[config.mk]
export PLATFORM = sky130hd
export DESIGN_NAME = pbs_turn_scheduler
export DESIGN_NICKNAME = d
export VERILOG_FILES = /design/src/rtl/pbs_pkg.sv /design/src/rtl/pbs_turn_order.sv /design/src/rtl/pbs_turn_scheduler.sv
export SDC_FILE = /design/constraint.sdc
export NUM_CORES = 1
export LEC_CHECK = 0
export ABC_AREA = 1
export ABC_CLOCK_PERIOD_IN_PS = 2100
export BUFFER_PORTS_ARGS = -buffer_cell sky130_fd_sc_hd__buf_2
export CAP_MARGIN = 15
export CORE_MARGIN = 8
export CORE_UTILIZATION = 51
export DETAILED_ROUTE_END_ITERATION = 10
export PLACE_DENSITY = 0.86
export SLEW_MARGIN = 20
export SYNTH_ARGS = -nofsm -noshare
export SYNTH_HDL_FRONTEND = slang
export SYNTH_SLANG_ARGS = --single-unit
[constraint.sdc]
create_clock -name clk -period 2.1 [get_ports clk]
set_input_delay 0.105 -clock clk [delete_from_list [all_inputs] [get_ports clk]]
set_output_delay 0.105 -clock clk [all_outputs]
set_load 0.005 [all_outputs]
[src/rtl/pbs_pkg.sv]
// Shared definitions for the battle-turn scheduler: state encodings,
// trainer identifiers and default datapath widths.
package pbs_pkg;

    localparam logic [3:0] PBS_IDLE    = 4'd0;
    localparam logic [3:0] PBS_ORDER   = 4'd1;
    localparam logic [3:0] PBS_ATK1    = 4'd2;
    localparam logic [3:0] PBS_CHK1    = 4'd3;
    localparam logic [3:0] PBS_ATK2    = 4'd4;
    localparam logic [3:0] PBS_CHK2    = 4'd5;
    localparam logic [3:0] PBS_VICTORY = 4'd6;
    localparam logic [3:0] PBS_LOSS    = 4'd7;

    typedef enum logic [3:0] {
        ST_IDLE    = PBS_IDLE,
        ST_ORDER   = PBS_ORDER,
        ST_ATK1    = PBS_ATK1,
        ST_CHK1    = PBS_CHK1,
        ST_ATK2    = PBS_ATK2,
        ST_CHK2    = PBS_CHK2,
        ST_VICTORY = PBS_VICTORY,
        ST_LOSS    = PBS_LOSS
    } pbs_state_e;

    localparam logic TRAINER_PLAYER = 1'b0;
    localparam logic TRAINER_AI     = 1'b1;

    localparam int PBS_HP_W      = 8;
    localparam int PBS_SPD_W     = 8;
    localparam int PBS_MOVE_W    = 2;
    localparam int PBS_TURN_W    = 6;
    localparam int PBS_MAX_TURNS = 32;

endpackage

[src/rtl/pbs_turn_order.sv]
// Attack-order decision: unsigned speed compare with an alternating
// tie-breaker. The tie flag only advances when a tie is resolved.
module pbs_turn_order
    import pbs_pkg::*;
#(
    parameter int SPD_W = PBS_SPD_W
) (
    input  logic             clk,
    input  logic             reset_n,
    input  logic             i_en,
    input  logic [SPD_W-1:0] i_p_speed,
    input  logic [SPD_W-1:0] i_ai_speed,
    output logic             o_first_is_ai
);

    logic r_tie_flag;
    logic w_tie;
    logic w_ai_faster;

    assign w_tie         = (i_ai_speed == i_p_speed);
    assign w_ai_faster   = (i_ai_speed > i_p_speed);
    assign o_first_is_ai = i_en & (w_tie ? r_tie_flag : w_ai_faster);

    // Alternate who goes first on successive speed ties.
    always_ff @(posedge clk) begin
        if (!reset_n) begin
            r_tie_flag <= 1'b0;
        end else if (i_en && w_tie) begin
            r_tie_flag <= ~r_tie_flag;
        end
    end

endmodule

[src/rtl/pbs_turn_scheduler.sv]
// Battle-turn sequencer: latches both trainers' choices on a confirm edge,
// orders the two attacks by speed, drives the damage datapath twice per
// turn and ends the battle when a target faints.
// Optional turn limit enabled by defining TURN_LIMIT_EN.
//
// state   | meaning
// IDLE    | waiting for confirm; checks for an already-fainted side
// ORDER   | decide attack order
// ATK1    | first attacker's damage request, waits for dp_done
// CHK1    | faint check on first target
// ATK2    | second attacker's damage request, waits for dp_done
// CHK2    | faint check on second target, turn bookkeeping
// VICTORY | battle won, terminal
// LOSS    | battle lost, terminal
module pbs_turn_scheduler
    import pbs_pkg::*;
#(
    parameter int HP_W      = PBS_HP_W,
    parameter int SPD_W     = PBS_SPD_W,
    parameter int MOVE_W    = PBS_MOVE_W,
    parameter int TURN_W    = PBS_TURN_W,
    parameter int MAX_TURNS = PBS_MAX_TURNS
) (
    input  logic              clk,
    input  logic              reset_n,
    input  logic              go,
    input  logic [MOVE_W-1:0] p_move,
    input  logic [MOVE_W-1:0] ai_move,
    input  logic [SPD_W-1:0]  p_speed,
    input  logic [SPD_W-1:0]  ai_speed,
    input  logic [HP_W-1:0]   p_hp,
    input  logic [HP_W-1:0]   ai_hp,
    input  logic              dp_done,
    output logic              apply_damage,
    output logic              active_trainer,
    output logic              target,
    output logic [MOVE_W-1:0] move_sel,
    output logic              busy,
    output logic              victory,
    output logic              loss,
    output logic [TURN_W-1:0] turn_count,
    output logic [3:0]        state_dbg
);

`ifdef TURN_LIMIT_EN
    localparam bit LIMIT_ON = 1'b1;
`else
    localparam bit LIMIT_ON = 1'b0;
`endif

    pbs_state_e        r_state;
    logic              r_go_q;
    logic [MOVE_W-1:0] r_p_move;
    logic [MOVE_W-1:0] r_ai_move;
    logic [SPD_W-1:0]  r_p_speed;
    logic [SPD_W-1:0]  r_ai_speed;
    logic              r_first_is_ai;
    logic              r_apply;
    logic              r_active;
    logic              r_target;
    logic [MOVE_W-1:0] r_move_sel;
    logic              r_busy;
    logic              r_victory;
    logic              r_loss;
    logic [TURN_W-1:0] r_turn_count;

    pbs_state_e        w_state_nxt;
    logic              w_first_nxt;
    logic [TURN_W-1:0] w_tc_nxt;
    logic              w_order_first;
    logic              w_go_rise;
    logic              w_tgt1_faint;
    logic              w_tgt2_faint;
    logic              w_limit_hit;
    logic              w_attacker;
    logic              w_apply_nxt;

    assign w_go_rise    = go & ~r_go_q;
    assign w_tgt1_faint = (r_first_is_ai == TRAINER_AI) ? (p_hp == '0) : (ai_hp == '0);
    assign w_tgt2_faint = (r_first_is_ai == TRAINER_AI) ? (ai_hp == '0) : (p_hp == '0);
    assign w_limit_hit  = LIMIT_ON && ((int'(r_turn_count) + 1) == MAX_TURNS);

    pbs_turn_order #(
        .SPD_W(SPD_W)
    ) u_order (
        .clk          (clk),
        .reset_n      (reset_n),
        .i_en         (r_state == ST_ORDER),
        .i_p_speed    (r_p_speed),
        .i_ai_speed   (r_ai_speed),
        .o_first_is_ai(w_order_first)
    );

    // Next-state and turn bookkeeping; outputs are decoded from the next
    // state so they arrive registered together with the state they belong to.
    always_comb begin
        w_state_nxt = r_state;
        w_first_nxt = r_first_is_ai;
        w_tc_nxt    = r_turn_count;
        case (r_state)
            ST_IDLE: begin
                if (p_hp == '0)        w_state_nxt = ST_LOSS;
                else if (ai_hp == '0)  w_state_nxt = ST_VICTORY;
                else if (w_go_rise)    w_state_nxt = ST_ORDER;
            end
            ST_ORDER: begin
                w_first_nxt = w_order_first;
                w_state_nxt = ST_ATK1;
            end
            ST_ATK1: begin
                if (dp_done) w_state_nxt = ST_CHK1;
            end
            ST_CHK1: begin
                if (w_tgt1_faint)
                    w_state_nxt = (r_first_is_ai == TRAINER_AI) ? ST_LOSS : ST_VICTORY;
                else
                    w_state_nxt = ST_ATK2;
            end
            ST_ATK2: begin
                if (dp_done) w_state_nxt = ST_CHK2;
            end
            ST_CHK2: begin
                if (w_tgt2_faint) begin
                    w_state_nxt = (r_first_is_ai == TRAINER_AI) ? ST_VICTORY : ST_LOSS;
                end else begin
                    w_tc_nxt = (&r_turn_count) ? r_turn_count : r_turn_count + 1'b1;
                    if (w_limit_hit)
                        w_state_nxt = (ai_hp < p_hp) ? ST_VICTORY : ST_LOSS;
                    else
                        w_state_nxt = ST_IDLE;
                end
            end
            ST_VICTORY, ST_LOSS: begin
                w_state_nxt = r_state;
            end
            default: begin
                w_state_nxt = ST_IDLE;
            end
        endcase

        w_apply_nxt = (w_state_nxt == ST_ATK1) || (w_state_nxt == ST_ATK2);
        w_attacker  = (w_state_nxt == ST_ATK1) ? w_first_nxt : ~w_first_nxt;
    end

    // State, latched turn inputs and registered Moore outputs.
    always_ff @(posedge clk) begin
        if (!reset_n) begin
            r_state       <= ST_IDLE;
            r_go_q        <= 1'b0;
            r_p_move      <= '0;
            r_ai_move     <= '0;
            r_p_speed     <= '0;
            r_ai_speed    <= '0;
            r_first_is_ai <= 1'b0;
            r_apply       <= 1'b0;
            r_active      <= 1'b0;
            r_target      <= 1'b0;
            r_move_sel    <= '0;
            r_busy        <= 1'b0;
            r_victory     <= 1'b0;
            r_loss        <= 1'b0;
            r_turn_count  <= '0;
        end else begin
            r_go_q        <= go;
            r_state       <= w_state_nxt;
            r_first_is_ai <= w_first_nxt;
            r_turn_count  <= w_tc_nxt;
            if ((r_state == ST_IDLE) && (w_state_nxt == ST_ORDER)) begin
                r_p_move   <= p_move;
                r_ai_move  <= ai_move;
                r_p_speed  <= p_speed;
                r_ai_speed <= ai_speed;
            end
            r_apply    <= w_apply_nxt;
            r_active   <= w_apply_nxt ? w_attacker : 1'b0;
            r_target   <= w_apply_nxt ? ~w_attacker : 1'b0;
            r_move_sel <= w_apply_nxt ? ((w_attacker == TRAINER_AI) ? r_ai_move : r_p_move) : '0;
            r_busy     <= !((w_state_nxt == ST_IDLE) || (w_state_nxt == ST_VICTORY) ||
                            (w_state_nxt == ST_LOSS));
            r_victory  <= (w_state_nxt == ST_VICTORY);
            r_loss     <= (w_state_nxt == ST_LOSS);
        end
    end

    assign apply_damage   = r_apply;
    assign active_trainer = r_active;
    assign target         = r_target;
    assign move_sel       = r_move_sel;
    assign busy           = r_busy;
    assign victory        = r_victory;
    assign loss           = r_loss;
    assign turn_count     = r_turn_count;
    assign state_dbg      = r_state;

endmodule

==> impl_metrics.py <==
metrics = {
    "outcome": {
        "status": "finished, final reports clean",
    },
    "finish": {
        "layout_commonest_cell": "nor2_1",
        "drive_gt1_share_pct": 24.5,
        "syn2layout_area_growth_pct": 21.8,
        "final_cell_mix": "nor2_1, buf_2, nand2_1",
        "num_antenna_cells": 0,
        "fin_nets": 399,
    },
    "routing": {
        "drt-total-wl_um": 4470,
        "drt_iter0_drc": 90,
        "avgRoutedWirePerCell_um": 11.2,
        "ant_nets": 0,
        "vias_per_cell": 4.87,
        "vias": 1951,
        "drc": 0,
        "firstDrtPassIters": 4,
    },
    "power_and_ir_drop": {
        "ir_drop_mv": 0.592,
        "p_leak_uw": 0.00120,
        "power.density_mw_per_mm2": 697,
    },
    "sta": {
        "layout_min_cycle_time_ns": 1.83,
        "fin_setup_tns_ns": 0,
        "report.final.setup_viol": 0,
        "slew_viol_final": 0,
        "worst_slack_ns": 0.269,
        "rsz0062_at_grt": "no",
        "hold_ws_ns": 0.0376,
        "max_freq_mhz": 546,
        "clock_skew_ns": 0.00387,
        "hold_violations": 0,
        "finalCritPeriodShare_pct": 87.2,
    },
    "clock_tree": {
        "numCtsBuffers": 5,
        "clk_latency_ns": 0.30,
        "cts-root-buf": "clkbuf_8",
        "clk_pin_slew_worst_paths_ns": 0.08,
        "clk_path_buf_depth": 2,
        "cts_tree": "built",
        "cts_resized": 0,
        "cts_sinks": 41,
        "htree_num_levels": 2,
    },
    "placement": {
        "gp_congestion": 0.854,
        "dp_hpwl_um": 3470,
        "io_buffers": 57,
        "place_ws_ns": 0.299,
    },
    "critical_path": {
        "r2r_cells": 14,
        "cp_slowest_cell": "dfxtp_1",
        "cp.depth": 14,
        "cp_slowest_stage_delay_ns": 0.31,
        "start_kind": "register",
        "path_common_cell": "nand2_1",
        "crit_buf_inv": 2,
        "critPathTopFamily": "simple AND/OR/NAND/NOR gates",
        "path_cells": "inv_1, ha_1, nand2_1, nor2_1, nand2_1, nor2_1, nand2_1, nand2_1, inv_1, nand2_1, nand4_1, nand2_1, nand3_1, nand2_1",
        "arrival_ns": 2.08,
        "required_ns": 2.35,
        "crit_fanout": 3,
        "end_kind": "register",
        "path_class": "reg -> reg",
    },
    "flow_run": {
        "maxCapViolCount": 0,
    },
    "die": {
        "core_sq_mm": 0.00391,
        "boundaryPins": 58,
        "die_y_um": 78.9,
        "row_count": 23,
        "die_x_um": 78.9,
        "die-area_sq_mm": 0.00623,
        "initial_core_util_pct": 51.6,
    },
    "global_route": {
        "gr-total-overflow": 0,
        "grt_usage_pct": 14.6,
        "grt_max_degree": 29,
        "gr-max-usage-layer": "met2",
        "antenna_found_initial": 0,
        "grtUsageMet3_pct": 5.30,
        "met1_usage_pct": 15.2,
        "grt_pass1_wl_um": 7410,
        "met2_usage_pct": 26.1,
        "grt_pass1_vias": 1834,
    },
    "synthesis": {
        "yosysWarnings": 0,
        "netlist_area_sq_mm": 0.00202,
        "postSynth.asyncResetShare_pct": 0,
        "syn_nets": 339,
        "avgSynthCellArea_sq_um": 6.96,
        "syn-instance-count": 290,
        "yosys_most_used_dff": "dfxtp_1",
        "ys_types": 25,
        "synth_edf_count": 0,
        "ys_seq_area_share_pct": 40.6,
        "synth-seq-cells": 41,
    },
    "hold_path": {
        "min_path_type": "in -> reg",
        "hold_depth": 3,
    },
}
-- layer usage --
| layer | share of wire, % | up-vias |
|---|---|---|
| met3 | 6.7 | 6 |
| met5 | 0 | - |
| met2 | 47 | 48 |
| met4 | 1.7 | 0 |
| met1 | 45 | 847 |
| li1 | - | 1050 |
-- sequential cells by signal, summed over array words and instances, names as in the netlist, 2 cells and up --
register and count:
r_ai_speed 8, r_p_speed 8, turn_count 6, state_dbg 4, move_sel 2, r_ai_move 2
r_p_move 2
-- cell type report --
type	count	area [sq um]
Inverter	31	116
Sequential cell	41	821
Tap cell	50	62.6
Fill cell	379	1450
Timing Repair Buffer	60	310
Clock inverter	3	46.3
Clock buffer	5	68.8
Multi-Input combinational cell	211	1030
-- final timing paths --
path                                    from           end  slack, ns
worst max-delay path            r_p_speed[7]   move_sel[0]       0.27
worst min register to register  r_p_speed[2]  r_p_speed[2]       0.46
worst max register to register  r_p_speed[7]   move_sel[0]       0.27
worst min-delay path              ai_move[1]  r_ai_move[1]       0.04
-- cell usage after synthesis, types with 3 or more instances --
cell / n / share of area, %
ha_1: 9 / 5.6
nand2_2: 3 / 0.93
dfxtp_1: 41 / 41
nand2_1: 52 / 9.7
nor2_1: 61 / 11
a21oi_1: 22 / 5.5
o21ai_1: 13 / 3.2
nand4_1: 4 / 1.2
o21ai_0: 14 / 3.5
nor2_2: 9 / 2.8
inv_1: 27 / 5.0
inv_2: 4 / 0.74
and2_1: 3 / 0.93
nand3_1: 11 / 2.7
-- logic make-up after synthesis --
| group | count (synthesis) | synth area share [%] |
|---|---|---|
| flops | 41 | 40.6 |
| fa+ha+maj | 9 | 5.58 |
| other cells | 1 | 0.186 |
| simple gates | 147 | 31.3 |
| compound gates | 54 | 14.2 |
| buf+inv | 38 | 8.12 |
-- where the power goes --
group	internal [uW]	switching, uW
sequential	809	15.4
clock	356	291
combinational	102	143
total	1270	449
-- worst min-delay path, cell delays in order --
cell and delay (ns):
buf_2 0.08, o21ai_1 0.05, nor2_1 0.07
-- stage by stage --
| step | utilization, % | power, uW | instance area (sq um) | instances |
|---|---|---|---|---|
| after floorplan | - | 1010 | 2020 | 290 |
| final | 62.9 | 1720 | 2460 | 401 |
| after detailed placement | 59.7 | 1080 | 2330 | 392 |
| after global placement | 59.7 | 1070 | 2330 | 392 |
| after CTS | 62.9 | 1730 | 2460 | 401 |
| after global routing | 62.9 | 1800 | 2460 | 401 |
-- what timing repair did --
| item | 4_1_cts | 5_1_grt |
|---|---|---|
| setup buffers | 0 | 0 |
| hold endpoints to repair | 1 | 0 |
| hold buffers | 1 | 0 |
No activity file was read; power rests on OpenSTA's default activity.
